### src/rtl/sram_port_arbiter_if.sv
// Bundle of write-capture, pipeline-read and SRAM command/response signals
// seen by sram_port_arbiter (master side) and its environment (slave side).
interface sram_port_arbiter_if #(
    parameter int unsigned NUM_WR = 2,
    parameter int unsigned ADDR_W = 20,
    parameter int unsigned DATA_W = 16
);
    logic [NUM_WR-1:0]        wr_valid;
    logic [NUM_WR-1:0]        wr_ready;
    logic [NUM_WR*ADDR_W-1:0] wr_addr;
    logic [NUM_WR*DATA_W-1:0] wr_data;
    logic                     rd_valid;
    logic                     rd_ready;
    logic [ADDR_W-1:0]        rd_addr;
    logic [DATA_W-1:0]        rd_data;
    logic                     rd_data_valid;
    logic                     cmd_valid;
    logic                     cmd_ready;
    logic                     cmd_we;
    logic [ADDR_W-1:0]        cmd_addr;
    logic [DATA_W-1:0]        cmd_wdata;
    logic                     rsp_valid;
    logic [DATA_W-1:0]        rsp_data;
    logic [NUM_WR-1:0]        wr_overflow;
    logic                     err_clear;

    modport master (
        input  wr_valid, wr_addr, wr_data, rd_valid, rd_addr,
               cmd_ready, rsp_valid, rsp_data, err_clear,
        output wr_ready, rd_ready, rd_data, rd_data_valid,
               cmd_valid, cmd_we, cmd_addr, cmd_wdata, wr_overflow
    );

    modport slave (
        output wr_valid, wr_addr, wr_data, rd_valid, rd_addr,
               cmd_ready, rsp_valid, rsp_data, err_clear,
        input  wr_ready, rd_ready, rd_data, rd_data_valid,
               cmd_valid, cmd_we, cmd_addr, cmd_wdata, wr_overflow
    );
endinterface

### src/rtl/sram_port_arbiter.sv
// Merges NUM_WR buffered capture write streams and one priority read stream onto one SRAM command port.
// Optional read-starvation guard enabled by defining SRAM_ARB_STARVE_GUARD_EN.
module sram_port_arbiter #(
    parameter int unsigned NUM_WR     = 2,
    parameter int unsigned ADDR_W     = 20,
    parameter int unsigned DATA_W     = 16,
    parameter int unsigned FIFO_DEPTH = 4
`ifdef SRAM_ARB_STARVE_GUARD_EN
    ,
    parameter int unsigned STARVE_LIMIT = 8
`endif
) (
    input  logic                 clk,
    input  logic                 rst_n,
    sram_port_arbiter_if.master  bus
);
    localparam int unsigned PTR_W = $clog2(FIFO_DEPTH);
    localparam int unsigned CNT_W = PTR_W + 1;
    localparam int unsigned CH_W  = (NUM_WR > 1) ? $clog2(NUM_WR) : 1;

    logic [ADDR_W-1:0] fifo_addr [NUM_WR][FIFO_DEPTH];
    logic [DATA_W-1:0] fifo_data [NUM_WR][FIFO_DEPTH];

    logic [NUM_WR-1:0][PTR_W-1:0] head;
    logic [NUM_WR-1:0][PTR_W-1:0] tail;
    logic [NUM_WR-1:0][CNT_W-1:0] count;

    logic [NUM_WR-1:0] full_c;
    logic [NUM_WR-1:0] nonempty_c;
    logic [NUM_WR-1:0] push_c;
    logic [NUM_WR-1:0] pop_c;
    logic              any_nonempty_c;

    logic [CH_W-1:0]   rr_ptr;
    logic [CH_W-1:0]   grant_ch_c;
    logic [CH_W-1:0]   cand_c;
    logic              found_c;
    logic              load_c;
    logic              rd_sel_c;
    logic              wr_sel_c;
    logic              force_wr_c;
    logic [ADDR_W-1:0] head_addr_c;
    logic [DATA_W-1:0] head_data_c;

    function automatic int unsigned wrap_ch(input int unsigned v);
        return (v >= NUM_WR) ? v - NUM_WR : v;
    endfunction

    // FIFO status from start-of-cycle state; a full FIFO refuses pushes even when popped this cycle
    always_comb begin
        full_c     = '0;
        nonempty_c = '0;
        push_c     = '0;
        for (int i = 0; i < NUM_WR; i++) begin
            full_c[i]     = (count[i] == CNT_W'(FIFO_DEPTH));
            nonempty_c[i] = (count[i] != '0);
            push_c[i]     = bus.wr_valid[i] && !full_c[i];
        end
    end

    assign any_nonempty_c = |nonempty_c;
    assign bus.wr_ready   = ~full_c;

    // Round-robin search starting at rr_ptr
    always_comb begin
        grant_ch_c = rr_ptr;
        found_c    = 1'b0;
        cand_c     = '0;
        for (int unsigned off = 0; off < NUM_WR; off++) begin
            cand_c = CH_W'(wrap_ch(32'(rr_ptr) + off));
            if (!found_c && nonempty_c[cand_c]) begin
                found_c    = 1'b1;
                grant_ch_c = cand_c;
            end
        end
    end

    assign load_c       = !bus.cmd_valid || bus.cmd_ready;
    assign rd_sel_c     = load_c && bus.rd_valid && !force_wr_c;
    assign wr_sel_c     = load_c && any_nonempty_c && !rd_sel_c;
    assign pop_c        = wr_sel_c ? (NUM_WR'(1) << grant_ch_c) : '0;
    assign bus.rd_ready = rd_sel_c;
    assign head_addr_c  = fifo_addr[grant_ch_c][head[grant_ch_c]];
    assign head_data_c  = fifo_data[grant_ch_c][head[grant_ch_c]];

`ifdef SRAM_ARB_STARVE_GUARD_EN
    localparam int unsigned SC_W = $clog2(STARVE_LIMIT + 1);

    logic [SC_W-1:0] starve_cnt;

    // Counts reads that bypassed waiting writes; at the limit the next load must be a write
    always_ff @(posedge clk or negedge rst_n) begin
        if (!rst_n) begin
            starve_cnt <= '0;
        end else if (wr_sel_c) begin
            starve_cnt <= '0;
        end else if (rd_sel_c && any_nonempty_c) begin
            starve_cnt <= starve_cnt + SC_W'(1);
        end
    end

    assign force_wr_c = any_nonempty_c && (starve_cnt == SC_W'(STARVE_LIMIT));
`else
    assign force_wr_c = 1'b0;
`endif

    always_ff @(posedge clk or negedge rst_n) begin
        if (!rst_n) begin
            head  <= '0;
            tail  <= '0;
            count <= '0;
        end else begin
            for (int i = 0; i < NUM_WR; i++) begin
                if (push_c[i]) tail[i] <= tail[i] + PTR_W'(1);
                if (pop_c[i])  head[i] <= head[i] + PTR_W'(1);
                count[i] <= count[i] + CNT_W'(push_c[i]) - CNT_W'(pop_c[i]);
            end
        end
    end

    // Storage is never read before being written, so it carries no reset
    always_ff @(posedge clk) begin
        for (int i = 0; i < NUM_WR; i++) begin
            if (push_c[i]) begin
                fifo_addr[i][tail[i]] <= bus.wr_addr[i*ADDR_W +: ADDR_W];
                fifo_data[i][tail[i]] <= bus.wr_data[i*DATA_W +: DATA_W];
            end
        end
    end

    always_ff @(posedge clk or negedge rst_n) begin
        if (!rst_n) begin
            bus.wr_overflow <= '0;
        end else begin
            bus.wr_overflow <= (bus.err_clear ? '0 : bus.wr_overflow) | (bus.wr_valid & full_c);
        end
    end

    // Single-entry command register, reloadable in the cycle it is accepted
    always_ff @(posedge clk or negedge rst_n) begin
        if (!rst_n) begin
            bus.cmd_valid <= 1'b0;
            bus.cmd_we    <= 1'b0;
            bus.cmd_addr  <= '0;
            bus.cmd_wdata <= '0;
            rr_ptr        <= '0;
        end else if (load_c) begin
            bus.cmd_valid <= rd_sel_c || wr_sel_c;
            if (rd_sel_c) begin
                bus.cmd_we    <= 1'b0;
                bus.cmd_addr  <= bus.rd_addr;
                bus.cmd_wdata <= '0;
            end else if (wr_sel_c) begin
                bus.cmd_we    <= 1'b1;
                bus.cmd_addr  <= head_addr_c;
                bus.cmd_wdata <= head_data_c;
                rr_ptr        <= (32'(grant_ch_c) == NUM_WR - 1) ? '0 : grant_ch_c + CH_W'(1);
            end
        end
    end

    always_ff @(posedge clk or negedge rst_n) begin
        if (!rst_n) begin
            bus.rd_data       <= '0;
            bus.rd_data_valid <= 1'b0;
        end else begin
            bus.rd_data       <= bus.rsp_data;
            bus.rd_data_valid <= bus.rsp_valid;
        end
    end

endmodule

### src/flat_wrapper.sv
// flat-port wrapper written by rule: the top's interface ports become plain ports
module sram_port_arbiter_flat 
#(
    parameter int unsigned NUM_WR     = 2,
    parameter int unsigned ADDR_W     = 20,
    parameter int unsigned DATA_W     = 16,
    parameter int unsigned FIFO_DEPTH = 4

)
  (clk, rst_n, bus_wr_valid, bus_wr_addr, bus_wr_data, bus_rd_valid, bus_rd_addr, bus_cmd_ready, bus_rsp_valid, bus_rsp_data, bus_err_clear, bus_wr_ready, bus_rd_ready, bus_rd_data, bus_rd_data_valid, bus_cmd_valid, bus_cmd_we, bus_cmd_addr, bus_cmd_wdata, bus_wr_overflow);
  sram_port_arbiter_if #(.NUM_WR(NUM_WR), .ADDR_W(ADDR_W), .DATA_W(DATA_W)) bus_i ();
  input  logic clk;
  input  logic rst_n;
  input wire logic [$bits(bus_i.wr_valid)-1:0] bus_wr_valid;
  input wire logic [$bits(bus_i.wr_addr)-1:0] bus_wr_addr;
  input wire logic [$bits(bus_i.wr_data)-1:0] bus_wr_data;
  input wire logic [$bits(bus_i.rd_valid)-1:0] bus_rd_valid;
  input wire logic [$bits(bus_i.rd_addr)-1:0] bus_rd_addr;
  input wire logic [$bits(bus_i.cmd_ready)-1:0] bus_cmd_ready;
  input wire logic [$bits(bus_i.rsp_valid)-1:0] bus_rsp_valid;
  input wire logic [$bits(bus_i.rsp_data)-1:0] bus_rsp_data;
  input wire logic [$bits(bus_i.err_clear)-1:0] bus_err_clear;
  output wire logic [$bits(bus_i.wr_ready)-1:0] bus_wr_ready;
  output wire logic [$bits(bus_i.rd_ready)-1:0] bus_rd_ready;
  output wire logic [$bits(bus_i.rd_data)-1:0] bus_rd_data;
  output wire logic [$bits(bus_i.rd_data_valid)-1:0] bus_rd_data_valid;
  output wire logic [$bits(bus_i.cmd_valid)-1:0] bus_cmd_valid;
  output wire logic [$bits(bus_i.cmd_we)-1:0] bus_cmd_we;
  output wire logic [$bits(bus_i.cmd_addr)-1:0] bus_cmd_addr;
  output wire logic [$bits(bus_i.cmd_wdata)-1:0] bus_cmd_wdata;
  output wire logic [$bits(bus_i.wr_overflow)-1:0] bus_wr_overflow;
  assign bus_i.wr_valid = bus_wr_valid;
  assign bus_i.wr_addr = bus_wr_addr;
  assign bus_i.wr_data = bus_wr_data;
  assign bus_i.rd_valid = bus_rd_valid;
  assign bus_i.rd_addr = bus_rd_addr;
  assign bus_i.cmd_ready = bus_cmd_ready;
  assign bus_i.rsp_valid = bus_rsp_valid;
  assign bus_i.rsp_data = bus_rsp_data;
  assign bus_i.err_clear = bus_err_clear;
  assign bus_wr_ready = bus_i.wr_ready;
  assign bus_rd_ready = bus_i.rd_ready;
  assign bus_rd_data = bus_i.rd_data;
  assign bus_rd_data_valid = bus_i.rd_data_valid;
  assign bus_cmd_valid = bus_i.cmd_valid;
  assign bus_cmd_we = bus_i.cmd_we;
  assign bus_cmd_addr = bus_i.cmd_addr;
  assign bus_cmd_wdata = bus_i.cmd_wdata;
  assign bus_wr_overflow = bus_i.wr_overflow;
  sram_port_arbiter #(.NUM_WR(NUM_WR), .ADDR_W(ADDR_W), .DATA_W(DATA_W), .FIFO_DEPTH(FIFO_DEPTH)) u_core (.clk(clk), .rst_n(rst_n), .bus(bus_i));
endmodule
### config.mk
export PLATFORM = sky130hd
export DESIGN_NAME = sram_port_arbiter_flat
export DESIGN_NICKNAME = d
export VERILOG_FILES = /design/src/rtl/sram_port_arbiter_if.sv /design/src/rtl/sram_port_arbiter.sv /design/src/flat_wrapper.sv
export SDC_FILE = /design/constraint.sdc
export NUM_CORES = 1
export LEC_CHECK = 0
export BUFFER_PORTS_ARGS = -buffer_cell sky130_fd_sc_hd__buf_2
export CORE_MARGIN = 2
export CORE_UTILIZATION = 35
export CTS_CLUSTER_DIAMETER = 120
export CTS_CLUSTER_SIZE = 14
export DETAILED_ROUTE_END_ITERATION = 8
export PLACE_DENSITY = 0.6
export SLEW_MARGIN = 10
export SYNTH_ARGS = -nofsm -noshare
export SYNTH_HDL_FRONTEND = slang
export SYNTH_SLANG_ARGS = --single-unit
### constraint.sdc
create_clock -name clk -period 3.2 [get_ports clk]
set_clock_uncertainty 0.05 [all_clocks]
set_input_delay 0.32 -clock clk [delete_from_list [all_inputs] [get_ports clk]]
set_output_delay 0.32 -clock clk [all_outputs]
set_load 0.01 [all_outputs]
==> results by group <==
Drt
  – Via count: 8,513
  – Antenna Nets Post-Route: 0
  – Initial DRC Count: 577
  – Final WL: 36,120 um
  – Drt wl/cell: 21.43 um
  – DRC violations left: 0
  – 1st-pass router iterations: 5
  – Drt via density: 5.052

Clocking
  – CTS clock-pin slew for the worst setup and hold paths: 70 ps
  – CTS H-Tree Depth: 1
  – Number of clock sinks: 360
  – CTS Buf Count: 29
  – Root buffer cell: clkbuf_16
  – CTS resizes: 0
  – Max Buffers Root-to-Sink: 3
  – Later-pin clock latency in the skew report: 550 ps
  – CTS tree: done

Synth
  – Most frequent cell after synthesis: edfxtp_1
  – Mux share of post-synthesis cell area: 5.902%
  – Syn Inst Count: 862
  – Synth cell count leaders: 288 x edfxtp_1, 92 x nand2_1, 72 x dfrtp_1
  – Ys flop type: edfxtp_1
  – Area fraction in compound gates after synthesis: 7.736%
  – Post-synth EDFFs: 288
  – Post-synth ARST share: 20.00%
  – Synth area leader: edfxtp_1
  – Synth Area in Adders: 1.544%
  – Top cells by area, synth: edfxtp_1 63%, dfrtp_1 13%, mux4_2 5.6%
  – Cell area after synthesis: 13,780 um^2
  – Unique cell type count in the Yosys netlist: 37
  – Seq cells post-synth: 360
  – Synth Area in Simple Gates: 6.347%
  – Largest family of logic cells by synthesized area: compound AO/OA/AOI/OAI gates
  – Syn_nets: 992
  – Seq/Total Area, Yosys: 75.84%
  – Post-synth top area share: 62.76%
  – Synth warn: 0
  – Synth Area in XOR/XNOR: 0.6356%
  – Synth Area per Inst: 15.99 um^2

Die
  – Die Y: 202.4 um
  – Die Area: 40,970 um^2
  – Cell Rows: 72
  – Initial core utilization: 35.57%
  – Die X: 202.4 um
  – Total core area: 38,740 um^2
  – IO Count: 176

Timing
  – Actual slew at the worst max-slew pin: 1098 ps
  – Count of final setup violators: 0
  – Final hold vios: 0
  – Max Slew Vio Count: 0
  – Fmax: 0.3424 GHz
  – Slew headroom: 26.50%
  – RSZ-0062 raised after global routing: no
  – Setup TNS: 0 ps
  – Period utilization: 91.27%
  – Minimum clock period: 2921 ps

Worst setup path
  – WP data arrival: 3290 ps
  – CP bufs+invs: 1
  – Worst Reg2Reg Path Length in Cells: 6
  – Crit. Startpoint: u_core.count[2]
  – Crit path cell chain: nor3_1 > maj3_4 > buf_4 > mux4_2 > a221oi_1 > o21ai_1
  – CP top delay family: multiplexers
  – WP data required: 3570 ps
  – Reg2reg start: u_core.count[2]
  – CP endpoint kind: flip-flop
  – Setup crit start kind: flip-flop
  – Reg2reg end: u_core.bus.cmd_wdata[0]
  – Worst path max stage delay: 570 ps
  – Crit Path Class: reg2reg
  – Slowest CP cell: mux4_2
  – Reg2reg setup slack: 280 ps
  – Crit-path max FO: 41

Pwr
  – PwrDens: 927.9 nW/um^2
  – Leak: 6.290 nW
  – Peak supply drop: 0.0006243 V

Min path
  – Depth of the worst hold-timing path: 3
  – Hold worst-path end: u_core.bus.cmd_addr[8]
  – Hold WC Path Type: in2reg
  – Hold Path Origin: bus_rd_addr[8]

Global routing
  – Grt ovf: 0
  – First-pass GRT wire length: 54,050 um
  – Total GRT Usage: 17.57%
  – Largest net degree at the start of global routing: 55
  – Initial antenna violation count: 2
  – Number of global-route vias before repair: 8,805

Placement
  – Port Buf Inserts: 175
  – DP Wirelength: 21,660 um
  – Inst Count DP: 1,536
  – Placer congestion estimate: 0.7656

Layout
  – Share of cells above drive strength 1: 24.81%
  – Final non-filler cell total: 1,685
  – Final net count: 1,272
  – Layout area overhead: 24.93%

Run status
  – Status: finished clean

Job
  – Max cap viols: 0
==> tightest hold or removal path, delay by kind of cell <==
| kind | cells | cell delay (ps) |
|---|---|---|
| AO/OA/AOI/OAI | 2 | 190 |
| buffers and inverters | 1 | 80 |
==> placed cells by master, fill, tap and decap left out, types with 2 or more instances in the layout <==
master and n:
edfxtp_1 288, buf_12 5, a22oi_1 2, xnor2_1 7
and2_0 2, o32ai_1 18, a221oi_1 34, a32o_1 2
buf_4 29, clkbuf_16 29, and3_2 8, nand3b_1 9
nor2_2 2, nor3_1 18, a21oi_1 71, o21ai_1 26
diode_2 2, nand2_1 92, o21ai_0 12, ha_1 12
inv_1 14, nand3_1 8, nand4_1 2, dfrtp_1 72
xor2_1 3, dlygate4sd3_1 93, a41oi_1 2, fa_1 2
clkbuf_1 23, or3_1 2, buf_2 174, nor2_1 58
mux4_2 34, maj3_4 2
==> where the power goes <==
group / switching [mW] / total [mW] / internal, mW
combinational: 3.65 / 6.03 / 2.38
clock: 1.56 / 3.35 / 1.79
sequential: 0.395 / 6.60 / 6.20
total: 5.61 / 16.0 / 10.4
==> state kept, by name (all words and copies together) (netlist names) <==
name	flops
u_core.fifo_data	128
u_core.bus.cmd_valid	1
u_core.tail	4
u_core.rr_ptr	1
u_core.bus.rd_data_valid	1
u_core.bus.cmd_we	1
u_core.bus.wr_overflow	2
u_core.count	6
u_core.head	4
u_core.fifo_addr	160
u_core.bus.cmd_addr	20
u_core.bus.cmd_wdata	16
u_core.bus.rd_data	16
==> metrics by stage <==
step / cell area [um^2] / total power [mW] / hold slack [ps] / setup WS (ps) / util (%)
after floorplan: 13780 / 10.58 / -25.59 / 229.2 / -
after global placement: 15430 / 12.59 / 378.3 / 404.3 / 39.83
after detailed placement: 15430 / 12.71 / 379.8 / 286.5 / 39.83
after CTS: 17210 / 16.18 / 1.892 / 251.2 / 44.43
after global routing: 17210 / 16.94 / 22.29 / 19.98 / 44.44
final: 17210 / 15.97 / 24.09 / 279.4 / 44.44
==> cell type report <==
class / count / area, um^2
diodes: 2 / 5.005
clock buffers: 52 / 812.0
clock inverters: 2 / 38.79
fillers: 3522 / 21520
inverters: 14 / 52.55
multi-input cells: 436 / 3088
flip-flops and latches: 360 / 10450
well taps: 518 / 648.1
repair buffers: 301 / 2120
==> kinds of logic after synthesis <==
| family | after synthesis |
|---|---|
| multiplexers | 37 |
| AND/OR/NAND/NOR | 204 |
| XOR/XNOR | 10 |
| flip-flops | 360 |
| AO/OA/AOI/OAI | 169 |
| buffers and inverters | 66 |
| adder cells (fa/ha/maj) | 16 |
==> layer usage <==
layer | part of all wire, % | vias up | global-route usage [%] | wire, um
li1 | - | 3870 | - | -
met1 | 41 | 4292 | 22.97 | 14840
met2 | 51 | 297 | 30.99 | 18280
met3 | 6.2 | 54 | 2.531 | 2223
met4 | 2.2 | 0 | 4.041 | 780
met5 | 0 | - | 0 | 0
==> worst max path at each step <==
stage / end / slack [ps] / cells past startpoint
6_report: u_core.bus.cmd_wdata[0] / 280 / 6
5_1_grt: u_core.bus.cmd_wdata[0] / 20 / 6
4_1_cts: u_core.bus.cmd_addr[0] / 250 / 6
3_5_place_dp: u_core.bus.cmd_addr[0] / 290 / 6
3_3_place_gp: u_core.bus.cmd_addr[2] / 400 / 6
2_1_floorplan: u_core.count[5] / 230 / 11
==> repair_timing <==
item / CTS / global route
hold buffers: 93 / 0
hold endpoints to repair: 359 / 0
buffers inserted: 0 / 0
No activity file was read; power rests on OpenSTA's default activity.
